==> config.mk <==
export PLATFORM = sky130hd
export DESIGN_NAME = fork_join_ctrl
export DESIGN_NICKNAME = d
export VERILOG_FILES = /design/src/rtl/fork_join_pkg.sv /design/src/rtl/fj_timeout_cnt.sv /design/src/rtl/fork_join_ctrl.sv
export SDC_FILE = /design/constraint.sdc
export NUM_CORES = 1
export LEC_CHECK = 0
export CAP_MARGIN = 20
export CELL_PAD_IN_SITES_DETAIL_PLACEMENT = 1
export CELL_PAD_IN_SITES_GLOBAL_PLACEMENT = 1
export CORE_MARGIN = 2
export CORE_UTILIZATION = 40
export CTS_CLUSTER_SIZE = 20
export DETAILED_ROUTE_END_ITERATION = 8
export PLACE_DENSITY_LB_ADDON = 0.1
export SYNTH_ARGS = -nofsm -noshare
export SYNTH_HDL_FRONTEND = slang
export SYNTH_HIERARCHICAL = 1
export SYNTH_SLANG_ARGS = --single-unit
==> constraint.sdc <==
create_clock -name clk -period 3.1 [get_ports clk]
set_input_delay 0.465 -clock clk [delete_from_list [all_inputs] [get_ports clk]]
set_output_delay 0.465 -clock clk [all_outputs]
set_load 0.1 [all_outputs]
==> src/rtl/fork_join_pkg.sv <==
// Shared types for the fork/join controller and its helpers.
//   fj_mode_e      : join policy selected per operation
//   fj_state_e     : controller state encoding
//   FJ_MAX_CH      : upper bound on the channel count
//   fj_decode_mode : maps the raw 2-bit mode field onto fj_mode_e
package fork_join_pkg;

   localparam int FJ_MAX_CH = 32;

   typedef enum logic [1:0] {
      JOIN_ALL  = 2'd0,
      JOIN_ANY  = 2'd1,
      JOIN_NONE = 2'd2
   } fj_mode_e;

   typedef enum logic [2:0] {
      ST_IDLE   = 3'd0,
      ST_LAUNCH = 3'd1,
      ST_WAIT   = 3'd2,
      ST_KILL   = 3'd3,
      ST_DONE   = 3'd4
   } fj_state_e;

   // Code 3 is reserved and behaves as JOIN_ALL.
   function automatic fj_mode_e fj_decode_mode(input logic [1:0] m);
      case (m)
         2'd1:    return JOIN_ANY;
         2'd2:    return JOIN_NONE;
         default: return JOIN_ALL;
      endcase
   endfunction

endpackage

==> src/rtl/fj_timeout_cnt.sv <==
// Loadable up-counter with a compare against a limit, for watchdog use.
//   clk, rst    : clock, synchronous active-high reset
//   load_i      : load load_val_i (has priority over en_i)
//   load_val_i  : value loaded
//   en_i        : count up by one; saturates at all-ones so it never wraps
//   limit_i     : compare value
//   reached_o   : the value the counter takes at the next edge equals limit_i,
//                 so the caller can act on the post-update count in the same cycle
module fj_timeout_cnt #(
   parameter int W = 16
) (
   input  logic         clk,
   input  logic         rst,
   input  logic         load_i,
   input  logic [W-1:0] load_val_i,
   input  logic         en_i,
   input  logic [W-1:0] limit_i,
   output logic         reached_o
);

   logic [W-1:0] cnt_q, cnt_d;

   always_comb begin
      cnt_d = cnt_q;
      if (load_i)
         cnt_d = load_val_i;
      else if (en_i && (cnt_q != {W{1'b1}}))
         cnt_d = cnt_q + 1'b1;
   end

   assign reached_o = (cnt_d == limit_i);

   always_ff @(posedge clk) begin
      if (rst) cnt_q <= '0;
      else     cnt_q <= cnt_d;
   end

endmodule

==> src/rtl/fork_join_ctrl.sv <==
// Fork/join controller: launches a set of job channels with one start request
// and waits for them according to the join mode, killing leftovers on early
// join, abort or timeout.
//   clk, rst     : clock, synchronous active-high reset
//   start_i      : start request (IDLE only)
//   mode_i       : join mode, latched on start
//   ch_mask_i    : channels to launch, latched on start
//   timeout_i    : max WAIT cycles, 0 = none, latched on start
//   abort_i      : kill pending channels (WAIT only)
//   ch_done_i    : per-channel completion pulses
//   ch_start_o   : launch pulses
//   ch_kill_o    : kill pulses
//   busy_o       : not IDLE
//   done_o       : completion pulse
//   finished_o   : channels that completed
//   killed_o     : channels that were killed
//   timeout_o    : last operation ended by timeout
//
// state  | meaning
// IDLE   | waiting for start_i
// LAUNCH | one cycle, pulse ch_start_o for the latched mask
// WAIT   | collect ch_done_i, evaluate join / abort / timeout
// KILL   | one cycle, pulse ch_kill_o for still-pending channels
// DONE   | one cycle, pulse done_o
module fork_join_ctrl
   import fork_join_pkg::*;
#(
   parameter int N_CH  = 4,
   parameter int TMO_W = 16
) (
   input  logic             clk,
   input  logic             rst,
   input  logic             start_i,
   input  logic [1:0]       mode_i,
   input  logic [N_CH-1:0]  ch_mask_i,
   input  logic [TMO_W-1:0] timeout_i,
   input  logic             abort_i,
   input  logic [N_CH-1:0]  ch_done_i,
   output logic [N_CH-1:0]  ch_start_o,
   output logic [N_CH-1:0]  ch_kill_o,
   output logic             busy_o,
   output logic             done_o,
   output logic [N_CH-1:0]  finished_o,
   output logic [N_CH-1:0]  killed_o,
   output logic             timeout_o
);

   if (N_CH < 1 || N_CH > FJ_MAX_CH) begin : g_bad_n_ch
      $error("fork_join_ctrl: N_CH out of range");
   end

   fj_state_e        state_q, state_d;
   fj_mode_e         mode_q, mode_d;
   logic [N_CH-1:0]  mask_q, mask_d;
   logic [TMO_W-1:0] tmo_q, tmo_d;
   logic [N_CH-1:0]  fin_q, fin_d;
   logic [N_CH-1:0]  kil_q, kil_d;
   logic             tflag_q, tflag_d;

   logic [N_CH-1:0]  pend;
   logic [N_CH-1:0]  fin_post;
   logic [N_CH-1:0]  pend_post;
   logic             tmr_load, tmr_en, tmr_reached;

   assign pend      = mask_q & ~fin_q;
   // Done pulses outside the pending set are ignored.
   assign fin_post  = fin_q | (ch_done_i & pend);
   assign pend_post = mask_q & ~fin_post;

   fj_timeout_cnt #(.W(TMO_W)) u_tmr (
      .clk        (clk),
      .rst        (rst),
      .load_i     (tmr_load),
      .load_val_i ('0),
      .en_i       (tmr_en),
      .limit_i    (tmo_q),
      .reached_o  (tmr_reached)
   );

   always_comb begin
      state_d  = state_q;
      mode_d   = mode_q;
      mask_d   = mask_q;
      tmo_d    = tmo_q;
      fin_d    = fin_q;
      kil_d    = kil_q;
      tflag_d  = tflag_q;
      tmr_load = 1'b0;
      tmr_en   = 1'b0;

      case (state_q)
         ST_IDLE: begin
            if (start_i) begin
               // Status is cleared on acceptance so it already reads 0 in LAUNCH.
               fin_d   = '0;
               kil_d   = '0;
               tflag_d = 1'b0;
               mask_d  = ch_mask_i;
               mode_d  = fj_decode_mode(mode_i);
               tmo_d   = timeout_i;
               state_d = (ch_mask_i != '0) ? ST_LAUNCH : ST_DONE;
            end
         end
         ST_LAUNCH: begin
            tmr_load = 1'b1;
            state_d  = (mode_q == JOIN_NONE) ? ST_DONE : ST_WAIT;
         end
         ST_WAIT: begin
            tmr_en = 1'b1;
            fin_d  = fin_post;
            if (mode_q == JOIN_ALL && pend_post == '0)
               state_d = ST_DONE;
            else if (mode_q == JOIN_ANY && fin_post != '0)
               state_d = (pend_post != '0) ? ST_KILL : ST_DONE;
            else if (abort_i)
               state_d = ST_KILL;
            else if (tmo_q != '0 && tmr_reached) begin
               state_d = ST_KILL;
               tflag_d = 1'b1;
            end
         end
         ST_KILL: begin
            kil_d   = kil_q | pend;
            state_d = ST_DONE;
         end
         ST_DONE: begin
            state_d = ST_IDLE;
         end
         default: state_d = ST_IDLE;
      endcase
   end

   always_ff @(posedge clk) begin
      if (rst) begin
         state_q <= ST_IDLE;
         mode_q  <= JOIN_ALL;
         mask_q  <= '0;
         tmo_q   <= '0;
         fin_q   <= '0;
         kil_q   <= '0;
         tflag_q <= 1'b0;
      end else begin
         state_q <= state_d;
         mode_q  <= mode_d;
         mask_q  <= mask_d;
         tmo_q   <= tmo_d;
         fin_q   <= fin_d;
         kil_q   <= kil_d;
         tflag_q <= tflag_d;
      end
   end

   // Pulses are gated by rst so a reset landing on LAUNCH/KILL/DONE emits nothing.
   assign ch_start_o = (state_q == ST_LAUNCH && !rst) ? mask_q : '0;
   assign ch_kill_o  = (state_q == ST_KILL   && !rst) ? pend   : '0;
   assign done_o     = (state_q == ST_DONE)   && !rst;
   assign busy_o     = (state_q != ST_IDLE);
   assign finished_o = fin_q;
   assign killed_o   = kil_q;
   assign timeout_o  = tflag_q;

endmodule

**Yosys cells after proc, flatten, opt, wreduce, memory -nomap -nowiden**

Index checks and enable logic that the tools add are counted.

- $add $sub $neg: 1
- Bitwise gates (word level): 7
- Magnitude comparators: 0
- Mux-type cells: 25
- $mul: 0
- Equal/unequal tests: 16
- Shift operators: 0
- Div/mod/pow operators: 0
- Reduce and logical (&&, ||, !) cells: 23

Operators by type and width:

| kind | count |
|---|---|
| 16-bit 2-to-1 mux | 2 |
| 3-bit 2-to-1 mux | 8 |
| 16-bit by 1-bit adder with 16-bit output (second input constant) | 1 |
| 16-bit equality test | 1 |
| 16-bit != test (second input constant) | 1 |
| 4-bit case mux with 2 select lines | 2 |
| 16-bit nonzero test | 1 |
| 4-bit AND | 3 |
| 4-bit 2-to-1 mux | 3 |
| 3-bit case mux with 4 select lines | 1 |
| 4-bit nonzero test | 3 |
| 2-bit != test (second input constant) | 5 |
| 4-bit NOT | 2 |
| 4-bit OR | 2 |
| 2-bit AND reduction | 4 |
| 1-bit logical AND | 7 |
| 1-bit 2-to-1 mux | 7 |
| 3-bit by 2-bit equality test with 1-bit output (second input constant) | 2 |
| 6-bit AND reduction | 1 |
| 5-bit != test (second input constant) | 1 |
| 2-bit by 1-bit equality test with 1-bit output (second input constant) | 2 |
| 2-bit equality test (second input constant) | 2 |
| 4-bit zero test | 1 |
| 2-bit case mux with 2 select lines | 1 |
| other kinds (8) | 9 |

- RAM bits: 0
- Latch bits: 0
- Bits in read-only memories: 0
- Memories: 0
- Bits in registers: 50
- Output and inout bits: 19
- Logic and storage cells: 80
- Input port bits: 30

**Depth between registers and ports, before layout**

Gate-level depths: netlist of run 1.

- Depth after elaboration: 12
- Depth in mapped cells: 15

**By module**

The synthesis of run 1 kept the hierarchy.

Modules (own cells, without submodules):

| module | cells each | area an instance (um2) | instances | seq. area each (um2) |
|---|---|---|---|---|
| fj_timeout_cnt | 212 | 1,617.8 | 1 | 320.3 |
| fork_join_ctrl | 190 | 1,510.2 | 1 | 680.7 |

**Least setup slack after synthesis of run 1**

OpenSTA, ideal clock, no wires.

- Path kind: register -> output
- Start: register fin_q[3] (netlist: finished_o[3])
- End: output ch_kill_o[3]
- Data required time: 2,635 ps
- Cell stages (with the launch flop): 2
- Path slack: -1,335 ps
- Arrival: 3,970 ps
- Path buffers: 0
- Path through: dfxtp_1 > nor4b_1

- Longest elaborated chain between the ends: 3

Ends and longest elaborated chain:

| what | RTL line | source |
|---|---|---|
| start, declared | fork_join_ctrl.sv:56 | `logic [N_CH-1:0] fin_q, fin_d;` |
| start signal, assigned | fork_join_ctrl.sv:147 | `fin_q <= fin_d;` |
| 4-bit NOT | fork_join_ctrl.sv:65 | `assign pend = mask_q & ~fin_q;` |
| 4-bit AND | fork_join_ctrl.sv:65 |  |
| 4-bit 2-to-1 mux | fork_join_ctrl.sv:155 | `assign ch_kill_o = (state_q == ST_KILL && !rst) ? pend : '0;` |
| end, declared | fork_join_ctrl.sv:40 | `output logic [N_CH-1:0] ch_kill_o,` |

Every way passes these cells.

**Worst setup path in the final report of run 1**

- Start: register u_tmr.cnt_q[1]
- End: register state_q[2]

- Longest elaborated chain between the ends: 8
- Elaborated cells between the ends (all ways): 9

Ends and longest elaborated chain:

| what | RTL line | source |
|---|---|---|
| start, declared | fj_timeout_cnt.sv:21 | `logic [W-1:0] cnt_q, cnt_d;` |
| start signal, assigned | fj_timeout_cnt.sv:35 | `else cnt_q <= cnt_d;` |
| parallel branches: the longest is 2 deep, another holds 16-bit by 1-bit adder with 16-bit output | n/a |  |
| 16-bit 2-to-1 mux * | fj_timeout_cnt.sv:27 | `else if (en_i && (cnt_q != {W{1'b1}}))` |
| 16-bit 2-to-1 mux * | fj_timeout_cnt.sv:25 | `if (load_i)` |
| 16-bit equality test * | fj_timeout_cnt.sv:31 | `assign reached_o = (cnt_d == limit_i);` |
| named net tmr_reached | fork_join_ctrl.sv:63 | `logic tmr_load, tmr_en, tmr_reached;` |
| 1-bit logical AND * | fork_join_ctrl.sv:117 | `else if (tmo_q != '0 && tmr_reached) begin` |
| 5-bit != test (no line) * | n/a |  |
| 2-bit AND reduction (no line) * | n/a |  |
| end signal, assigned | fork_join_ctrl.sv:143 | `state_q <= state_d;` |
| end, declared | fork_join_ctrl.sv:52 | `fj_state_e state_q, state_d;` |

Mark *: on every way through the listed nets, which the timed path passes.
A chain may end at the register's enable or synchronous reset.

==> results_dict.tcl, run 1 <==
set metrics [dict create \
    clk_pin_slew_ps 100 \
    grt_max_degree 30 \
    drt-initial-drc-count 97 \
    core_mm2 0.00765 \
    ios 49 \
    io_buffers 48 \
    rr_endpoint "state_q[2]" \
    avgViaCountPerCell 5.42 \
    ys_types 59 \
    fin_worst_skew_ps 4.30 \
    chipWidth_um 92.4 \
    whs_path_depth 2 \
    synthFlopType "dfxtp_1" \
    place_congestion 0.880 \
    syn_area_mm2 0.00313 \
    grt_pass1_vias 3182 \
    fp.dieH_um 92.4 \
    start_util_pct 40.9 \
    yosysMostFrequentCell "nand2_1" \
    wl_per_cell_um 16.7 \
    endpoint_kind "flop" \
    post-synth-top-area-cell "dfxtp_1" \
    synth_area_leaders "dfxtp_1 (32%), nand2_1 (7.3%), xnor2_1 (6.7%)" \
    synth.top_cell.area_share_pct 32.0 \
    fillers 958 \
    final_hold_viol_count 0 \
    rows 32 \
    peakVddDrop_mv 0.312 \
    min_from "killed_o[2]" \
    rr_worst_depth 11 \
    yosysSeqAreaShare_pct 32.0 \
    antenna_found_initial 0 \
    routed-via-count 3150 \
    postPlaceCellArea_mm2 0.00389 \
    hold_buffers 0 \
    tightest_slew_ps 799 \
    ys_warn_count 6 \
    max_freq_mhz 342 \
    cts_max_path_buffers 2 \
    hold_class "reg -> reg" \
    htreeDepth 2 \
    clk_latency_ps 310 \
    fin_setup_tns_ps 0 \
    cp_max_fo 4 \
    whs_endpoint "killed_o[2]" \
    ant_nets 0 \
    synth_common_cells "nand2_1 (61), dfxtp_1 (50), nor2_1 (39)" \
    worstPathArrival_ps 3160 \
    setup-violations-final 0 \
    start_kind "flop" \
    cp.required_ps 3340 \
    cts_tree "done" \
    drive_above_1_share_pct 16.9 \
    cts_made_buffers 5 \
    status "finished clean" \
    synthArstFlopShare_pct 0 \
    diodes 0 \
    drv_slew 0 \
    route.detailed.drc 0 \
    dr.pass1.iters 4 \
    fin_ws_ps 180 \
    final.min_clock_period_ps 2920 \
    area_delta_synth_final_pct 30.0 \
    fin_area_mm2 0.00407 \
    hpwl_um 7590 \
    cts_root_buffer "clkbuf_8" \
    gr-total-overflow 0 \
    preCtsSetupSlack_ps 55.0 \
    r2r_start "u_tmr/cnt_q[1]" \
    r2r_setup_slack_ps 180 \
    min_period_over_period_pct 94.2 \
    synth_cells 402 \
    routed_wl_um 9700 \
    rsz0062_at_grt "no" \
    synth-edff-count 0 \
    avgSynthCellArea_um2 7.78 \
    p_leak_nw 1.50 \
    grt_util_all_layers_pct 23.2 \
    relSlewSlack_pct 46.7 \
    final_nets 509 \
    die-area_mm2 0.00854 \
    crit_type "reg -> reg" \
    p_per_area_mw_per_mm2 516 \
    grt_pass1_wl_um 15800 \
    cap_viol_max_count 0 \
    yosys_register_bits 50 \
    whs_ps 488 \
    clock_sinks 50 \
]
==> state kept, by name (all words and copies together), names as in the netlist <==
signal,cells
killed_o,4
tmo_q,16
mode_q,2
mask_q,4
finished_o,4
state_q,3
u_tmr/cnt_q,16
timeout_o,1
==> power by group <==
| group | switching, mW | internal, mW | total (mW) |
|---|---|---|---|
| clock | 0.246 | 0.164 | 0.409 |
| sequential | 0.143 | 0.730 | 0.874 |
| combinational | 0.466 | 0.351 | 0.816 |
| total | 0.855 | 1.24 | 2.10 |
==> cell usage in the layout, fill, tap and decap left out, drive strengths merged, types with 3 or more instances in the layout <==
master	count
conb	29
o2111ai	3
and3	4
o21ai	6
nor2	39
nor4b	5
nand3	12
mux2i	4
a22oi	3
dfxtp	50
buf	33
clkdlybuf4s50	28
nor2b	6
nor3	14
a21oi	38
nor3b	4
nand2b	3
xor2	7
o31ai	3
xnor2	24
nand3b	4
nand4	11
a31oi	8
nand2	62
nor4	15
and2	7
inv	18
a211oi	6
clkbuf	5
==> timing repair <==
item	4_1_cts	5_1_grt
buffers inserted	0	0
resized for setup	0	23
endpoints found under the setup margin	0	3
endpoints found under the hold margin	0	0
==> worst max path at each step <==
stage	start	endpoint	slack, ps
after global routing	state_q[2]	state_q[2]	6
after CTS	u_tmr/cnt_q[0]	state_q[2]	20
after floorplan	finished_o[3]	ch_kill_o[3]	60
final	u_tmr/cnt_q[1]	state_q[2]	180
after detailed placement	u_tmr/cnt_q[0]	state_q[2]	60
after global placement	u_tmr/cnt_q[0]	state_q[2]	160
==> area by class of cell <==
class                           instances  area (um^2)  share of cell area [%]
Multi-Input combinational cell        343         2180                    53.6
Sequential cell                        50         1010                    24.8
Timing Repair Buffer                   61          592                    14.5
Tap cell                              102          128                    3.14
Clock buffer                            5         68.8                    1.69
Inverter                               17         63.8                    1.57
Clock inverter                          3         25.0                   0.615
==> kinds of logic (layout without fill, tap and decap cells) <==
logic type | after synthesis | after routing | synth area share [%]
other cells | 1 | 29 | 0.120
compound gates | 84 | 84 | 17.8
simple gates | 193 | 193 | 34.1
buf+inv | 37 | 86 | 4.92
xor+xnor | 32 | 32 | 9.40
mux | 4 | 4 | 1.28
fa+ha+maj | 1 | 1 | 0.400
flops | 50 | 50 | 32.0
==> per-layer routing <==
metal | vias up | wire [um] | share of wire, % | GRT usage (%)
met5 | - | 0 | 0 | 0
met1 | 1539 | 4200 | 43 | 27.6
met3 | 12 | 267 | 2.8 | 3.34
met2 | 56 | 5080 | 52 | 43.7
met4 | 0 | 150 | 1.5 | 5.72
li1 | 1543 | - | - | -
==> stage by stage <==
step | power, mW | utilization, % | std cells
finish | 2.10 | 53.2 | 581
global route | 2.23 | 53.2 | 581
global placement | 1.66 | 50.9 | 573
CTS | 2.09 | 52.2 | 581
floorplan | 1.42 | - | 430
detailed placement | 1.69 | 50.9 | 573
==> critical path: stages, from the launching register on <==
cell	delay (ps)
dfxtp_1	380
ha_2	240
nand3_2	90
or4_4	560
nand2_2	120
mux2i_2	260
xnor2_1	140
o41ai_2	340
and4_1	280
nand2_1	80
a31oi_1	190
nor2b_1	170
Power figures use the tool's default switching activity.
==> inputs of run 2 (changes only) <==
--- a/config.mk
+++ b/config.mk
@@ -8,7 +8,8 @@
 export CAP_MARGIN = 20
 export CELL_PAD_IN_SITES_DETAIL_PLACEMENT = 1
 export CELL_PAD_IN_SITES_GLOBAL_PLACEMENT = 1
-export CORE_MARGIN = 2
+export CORE_ASPECT_RATIO = 0.75
+export CORE_MARGIN = 4
 export CORE_UTILIZATION = 40
 export CTS_CLUSTER_SIZE = 20
 export DETAILED_ROUTE_END_ITERATION = 8
==> run 2 against run 1 <==
Via count grew 2.7%; register-to-register slack got worse by 90 ps; global-route usage is 0.37 points higher; cell count rose by 1.2%; combinational power up 3.8%; count of clock-buffer cells in the layout rose by 1; worst setup slack lost 91 ps; sequential power barely moved; sequential share of layout area about the same; critical path type unchanged; critical endpoint unchanged; largest power group unchanged.
==> results_dict.tcl, run 2 (synthesis results as in run 1) <==
set metrics [dict create \
    status "finished clean" \
    grt_util_all_layers_pct 23.6 \
    ios 49 \
    place_congestion 0.948 \
    min_from "killed_o[2]" \
    rr_endpoint "state_q[2]" \
    hold_buffers 0 \
    postPlaceCellArea_mm2 0.00388 \
    start_util_pct 41.9 \
    io_buffers 48 \
    clockPowerShare_pct 21.8 \
    finalPower_mw 2.20 \
    relSlewSlack_pct 45.1 \
    grt_use_met1_pct 36.3 \
    dr.pass1.iters 4 \
    routed_wl_um 10800 \
    fin_setup_tns_ps 0 \
    chipWidth_um 110 \
    cp_max_fo 4 \
    fp.dieH_um 84.6 \
    antenna_found_initial 0 \
    min_period_over_period_pct 97.1 \
    fin_area_mm2 0.00404 \
    clock_sinks 50 \
    use_met3_pct 3.61 \
    cts_root_buffer "clkbuf_8" \
    gr-total-overflow 0 \
    p_int_mw 1.32 \
    final_cell_mix "nand2_1 (60), dfxtp_1 (48), buf_4 (40)" \
    grtUsageMet2_pct 34.8 \
    cts_tree "done" \
    hpwl_um 8230 \
    diodes 0 \
    rsz0062_at_grt "yes" \
    start_kind "flop" \
    largestRegisters "tmo_q (16), u_tmr/cnt_q (16)" \
    avgViaCountPerCell 5.50 \
    whs_path_depth 2 \
    r2r_setup_slack_ps 90 \
    rr_worst_depth 11 \
    drv_slew 0 \
    final_nets 517 \
    route.detailed.drc 0 \
    routed-via-count 3236 \
    switchingPower_mw 0.875 \
    hold_class "reg -> reg" \
    combPwrFrac_pct 38.5 \
    r2r_start "u_tmr/cnt_q[1]" \
    die-area_mm2 0.00931 \
    grt_max_degree 48 \
    tightest_slew_ps 823 \
    wl_per_cell_um 18.3 \
    cts_made_buffers 5 \
    area_delta_synth_final_pct 29.3 \
    swShare_pct 39.8 \
    drt-initial-drc-count 199 \
    final_hold_viol_count 0 \
    grt.busiest_layer "met1" \
    grt_pass1_wl_um 17300 \
    drive_above_1_share_pct 16.2 \
    final_common_cell "nand2_1" \
    p_seq_share_pct 39.6 \
    htreeDepth 2 \
    clk_latency_ps 320 \
    grt_pass1_vias 3267 \
    rows 27 \
    crit_type "reg -> reg" \
    whs_endpoint "killed_o[2]" \
    clk_pin_slew_ps 90 \
    p_per_area_mw_per_mm2 543 \
    cap_viol_max_count 0 \
    core_mm2 0.00747 \
    peakVddDrop_mv 0.197 \
    setup-violations-final 0 \
    cts_max_path_buffers 2 \
    max_freq_mhz 332 \
    endpoint_kind "flop" \
    worstPathArrival_ps 3260 \
    final.min_clock_period_ps 3010 \
    p_leak_nw 1.51 \
    fin_worst_skew_ps 9.74 \
    cp.required_ps 3350 \
    ant_nets 0 \
]
==> run 2: cell count changes in the layout (fill, tap and decap cells not counted), moves of 2 or more <==
cell / before / now
dfxtp_1: 43 / 48
nor4_2: 2 / 0
buf_4: 26 / 40
nor4_1: 8 / 10
buf_12: 5 / 0
dfxtp_2: 7 / 2
==> run 2: layout make-up <==
cell class / instances / area (um^2)
clock inverters: 2 / 37.5
clock buffers: 6 / 72.6
well taps: 101 / 126
inverters: 17 / 63.8
flip-flops and latches: 50 / 1000
repair buffers: 69 / 586
multi-input cells: 343 / 2150
fillers: 952 / 3420
==> run 2: critical path, cell delays in order (launching register included) <==
cell     delay [ps]
dfxtp_1         390
ha_2            250
nand3_2          90
or4_1           610
nand2_2         140
mux2i_2         290
xnor2_1         130
o41ai_2         320
and4_1          260
nand2_1          90
a31oi_2         220
nor2b_1         160
==> run 2: power by group through the flow <==
stage	logic [mW]	registers, mW	clock network (mW)
4_1_cts	0.818	0.866	0.491
5_1_grt	0.928	0.886	0.515
2_1_floorplan	0.583	0.838	0
3_3_place_gp	0.795	0.873	0
3_5_place_dp	0.813	0.879	0
6_report	0.847	0.871	0.480
==> run 2: worst max-delay path by stage <==
stage	startpoint	to	cells past startpoint	slack, ps
final	u_tmr/cnt_q[1]	state_q[2]	11	90
after global routing	state_q[2]	state_q[2]	14	-50
after CTS	state_q[2]	state_q[2]	14	9
after detailed placement	state_q[2]	state_q[2]	14	70
after global placement	u_tmr/cnt_q[0]	state_q[2]	12	190
after floorplan	finished_o[3]	ch_kill_o[3]	1	60
==> run 2: repair_timing <==
item                                    4_1_cts  5_1_grt
buffers inserted                              0        1
gates resized for setup                       0       12
endpoints found under the setup margin        0        3
==> run 2: through the flow <==
step	instances	worst slack (ps)	hold WS, ps	util (%)
after floorplan	430	63.4	459	-
after global placement	579	186	454	52.0
after detailed placement	579	74.3	479	52.0
after CTS	587	8.72	503	53.5
after global routing	588	-48.9	529	54.2
final	588	89.1	501	54.2
==> run 2: routing by layer <==
metal	part of all wire, %	routed length (um)
met4	0.81	87
met1	50	5340
met2	44	4700
met5	0	0
met3	6.0	645
==> inputs of run 3 (changes only) <==
--- a/config.mk
+++ b/config.mk
@@ -9,11 +9,11 @@
 export CELL_PAD_IN_SITES_DETAIL_PLACEMENT = 1
 export CELL_PAD_IN_SITES_GLOBAL_PLACEMENT = 1
 export CORE_ASPECT_RATIO = 0.75
-export CORE_MARGIN = 4
 export CORE_UTILIZATION = 40
 export CTS_CLUSTER_SIZE = 20
 export DETAILED_ROUTE_END_ITERATION = 8
 export PLACE_DENSITY_LB_ADDON = 0.1
+export SLEW_MARGIN = 30
 export SYNTH_ARGS = -nofsm -noshare
 export SYNTH_HDL_FRONTEND = slang
 export SYNTH_HIERARCHICAL = 1
==> run 3 against run 2 <==
Critical path depth up 2; hold slack lost 6.7 ps; die area decreased by 12%; cell count increased by 0.51%; clock power about the same; sequential power rose by 0.8%; routed wire length is 1.3% lower; clock skew about the same; largest power group unchanged.
==> results_dict.tcl, run 3 (synthesis results as in run 1) <==
set metrics [dict create \
    grt_util_all_layers_pct 26.5 \
    relSlewSlack_pct 45.3 \
    start_kind "flop" \
    cts_tree "done" \
    tightest_slew_ps 821 \
    rows 27 \
    setup-violations-final 0 \
    avgViaCountPerCell 5.50 \
    core_mm2 0.00747 \
    fin_worst_skew_ps 10.2 \
    final_hold_viol_count 0 \
    p_leak_nw 1.53 \
    routed-via-count 3252 \
    rr_endpoint "state_q[2]" \
    whs_endpoint "killed_o[3]" \
    drv_slew 0 \
    clock_sinks 50 \
    rr_worst_depth 13 \
    max_freq_mhz 335 \
    route.detailed.drc 0 \
    crit_type "reg -> reg" \
    cp_max_fo 8 \
    area_delta_synth_final_pct 31.6 \
    fillers 932 \
    r2r_setup_slack_ps 110 \
    start_util_pct 41.9 \
    min_period_over_period_pct 96.4 \
    largestRegisters "tmo_q (16), u_tmr/cnt_q (16)" \
    grt_max_degree 48 \
    whs_path_depth 2 \
    endpoint_kind "flop" \
    diodes 0 \
    final_common_cell "nand2_1" \
    drive_above_1_share_pct 19.0 \
    grt_pass1_vias 3219 \
    p_per_area_mw_per_mm2 538 \
    final.min_clock_period_ps 2990 \
    clk_latency_ps 310 \
    cts_made_buffers 5 \
    fp.dieH_um 78.6 \
    gr-total-overflow 0 \
    cp.required_ps 3350 \
    cts_max_path_buffers 2 \
    whs_ps 495 \
    chipWidth_um 104 \
    ios 49 \
    cap_viol_max_count 0 \
    clk_pin_slew_ps 100 \
    r2r_start "state_q[2]" \
    place_congestion 0.883 \
    grt_pass1_wl_um 16900 \
    hold_class "reg -> reg" \
    ant_nets 0 \
    htreeDepth 2 \
    final_nets 520 \
    fin_area_mm2 0.00412 \
    cts_root_buffer "clkbuf_8" \
    status "finished clean" \
    peakVddDrop_mv 0.336 \
    wl_per_cell_um 18.0 \
    io_buffers 48 \
    antenna_found_initial 0 \
    worstPathArrival_ps 3240 \
    postPlaceCellArea_mm2 0.00389 \
    min_from "killed_o[3]" \
    drt-initial-drc-count 215 \
    die-area_mm2 0.00818 \
    hpwl_um 8090 \
    routed_wl_um 10600 \
    dr.pass1.iters 4 \
    final_cell_mix "nand2_1 (60), dfxtp_1 (44), buf_4 (42)" \
]
run 3: worst max-delay path by stage:
stage / startpoint / to / slack (ps) / cells past startpoint
2_1_floorplan: finished_o[3] / ch_kill_o[3] / 60 / 1
3_3_place_gp: state_q[2] / state_q[2] / 180 / 13
3_5_place_dp: state_q[2] / state_q[2] / 20 / 13
4_1_cts: state_q[2] / state_q[2] / 60 / 14
5_1_grt: u_tmr/cnt_q[0] / state_q[2] / -60 / 11
6_report: state_q[2] / state_q[2] / 110 / 13
run 3: power breakdown:
part	total [mW]	switching, mW	leakage (nW)	internal [mW]
clock network	0.477	0.235	0.0514	0.241
logic	0.859	0.499	1.07	0.359
registers	0.878	0.147	0.411	0.730
total	2.21	0.882	1.53	1.33
run 3: layout make-up:
class | instances | area, um^2 | area share [%]
Tap cell | 101 | 126 | 3.07
Inverter | 17 | 68.8 | 1.67
Timing Repair Buffer | 72 | 612 | 14.9
Clock buffer | 6 | 72.6 | 1.76
Multi-Input combinational cell | 343 | 2190 | 53.1
Clock inverter | 2 | 37.5 | 0.912
Sequential cell | 50 | 1010 | 24.6
run 3: per-stage QoR:
stage | utilization [%] | setup WS [ps] | cells | total power, mW | setup TNS (ps)
global placement | 52.1 | 183 | 580 | 1.67 | 0
CTS | 53.7 | 59.2 | 588 | 2.18 | 0
detailed placement | 52.1 | 21.2 | 580 | 1.70 | 0
global route | 55.1 | -58.5 | 591 | 2.35 | -58.5
finish | 55.1 | 111 | 591 | 2.21 | 0
floorplan | - | 63.4 | 430 | 1.42 | 0
run 3: timing repair:
item,in CTS,in global routing
buffers inserted,0,4
endpoints found under the setup margin,1,3
resized for setup,2,27
hold buffers,0,0
pin swaps,0,8
run 3: layer usage:
layer	track usage [%]	part of all wire [%]
met5	0	0
met4	5.43	0.59
met3	4.40	6.0
met2	39.1	42
met1	39.9	51
run 3: worst max-delay path: stages (launching register included):
cell	delay, ps
dfxtp_4	380
nor2_2	120
nand2_2	100
clkinv_4	90
nand4_1	170
nor4_2	360
mux2i_1	330
xnor2_1	130
a21o_1	180
o41ai_2	330
and4_1	250
nand2_1	70
a31oi_2	230
nor2b_2	180
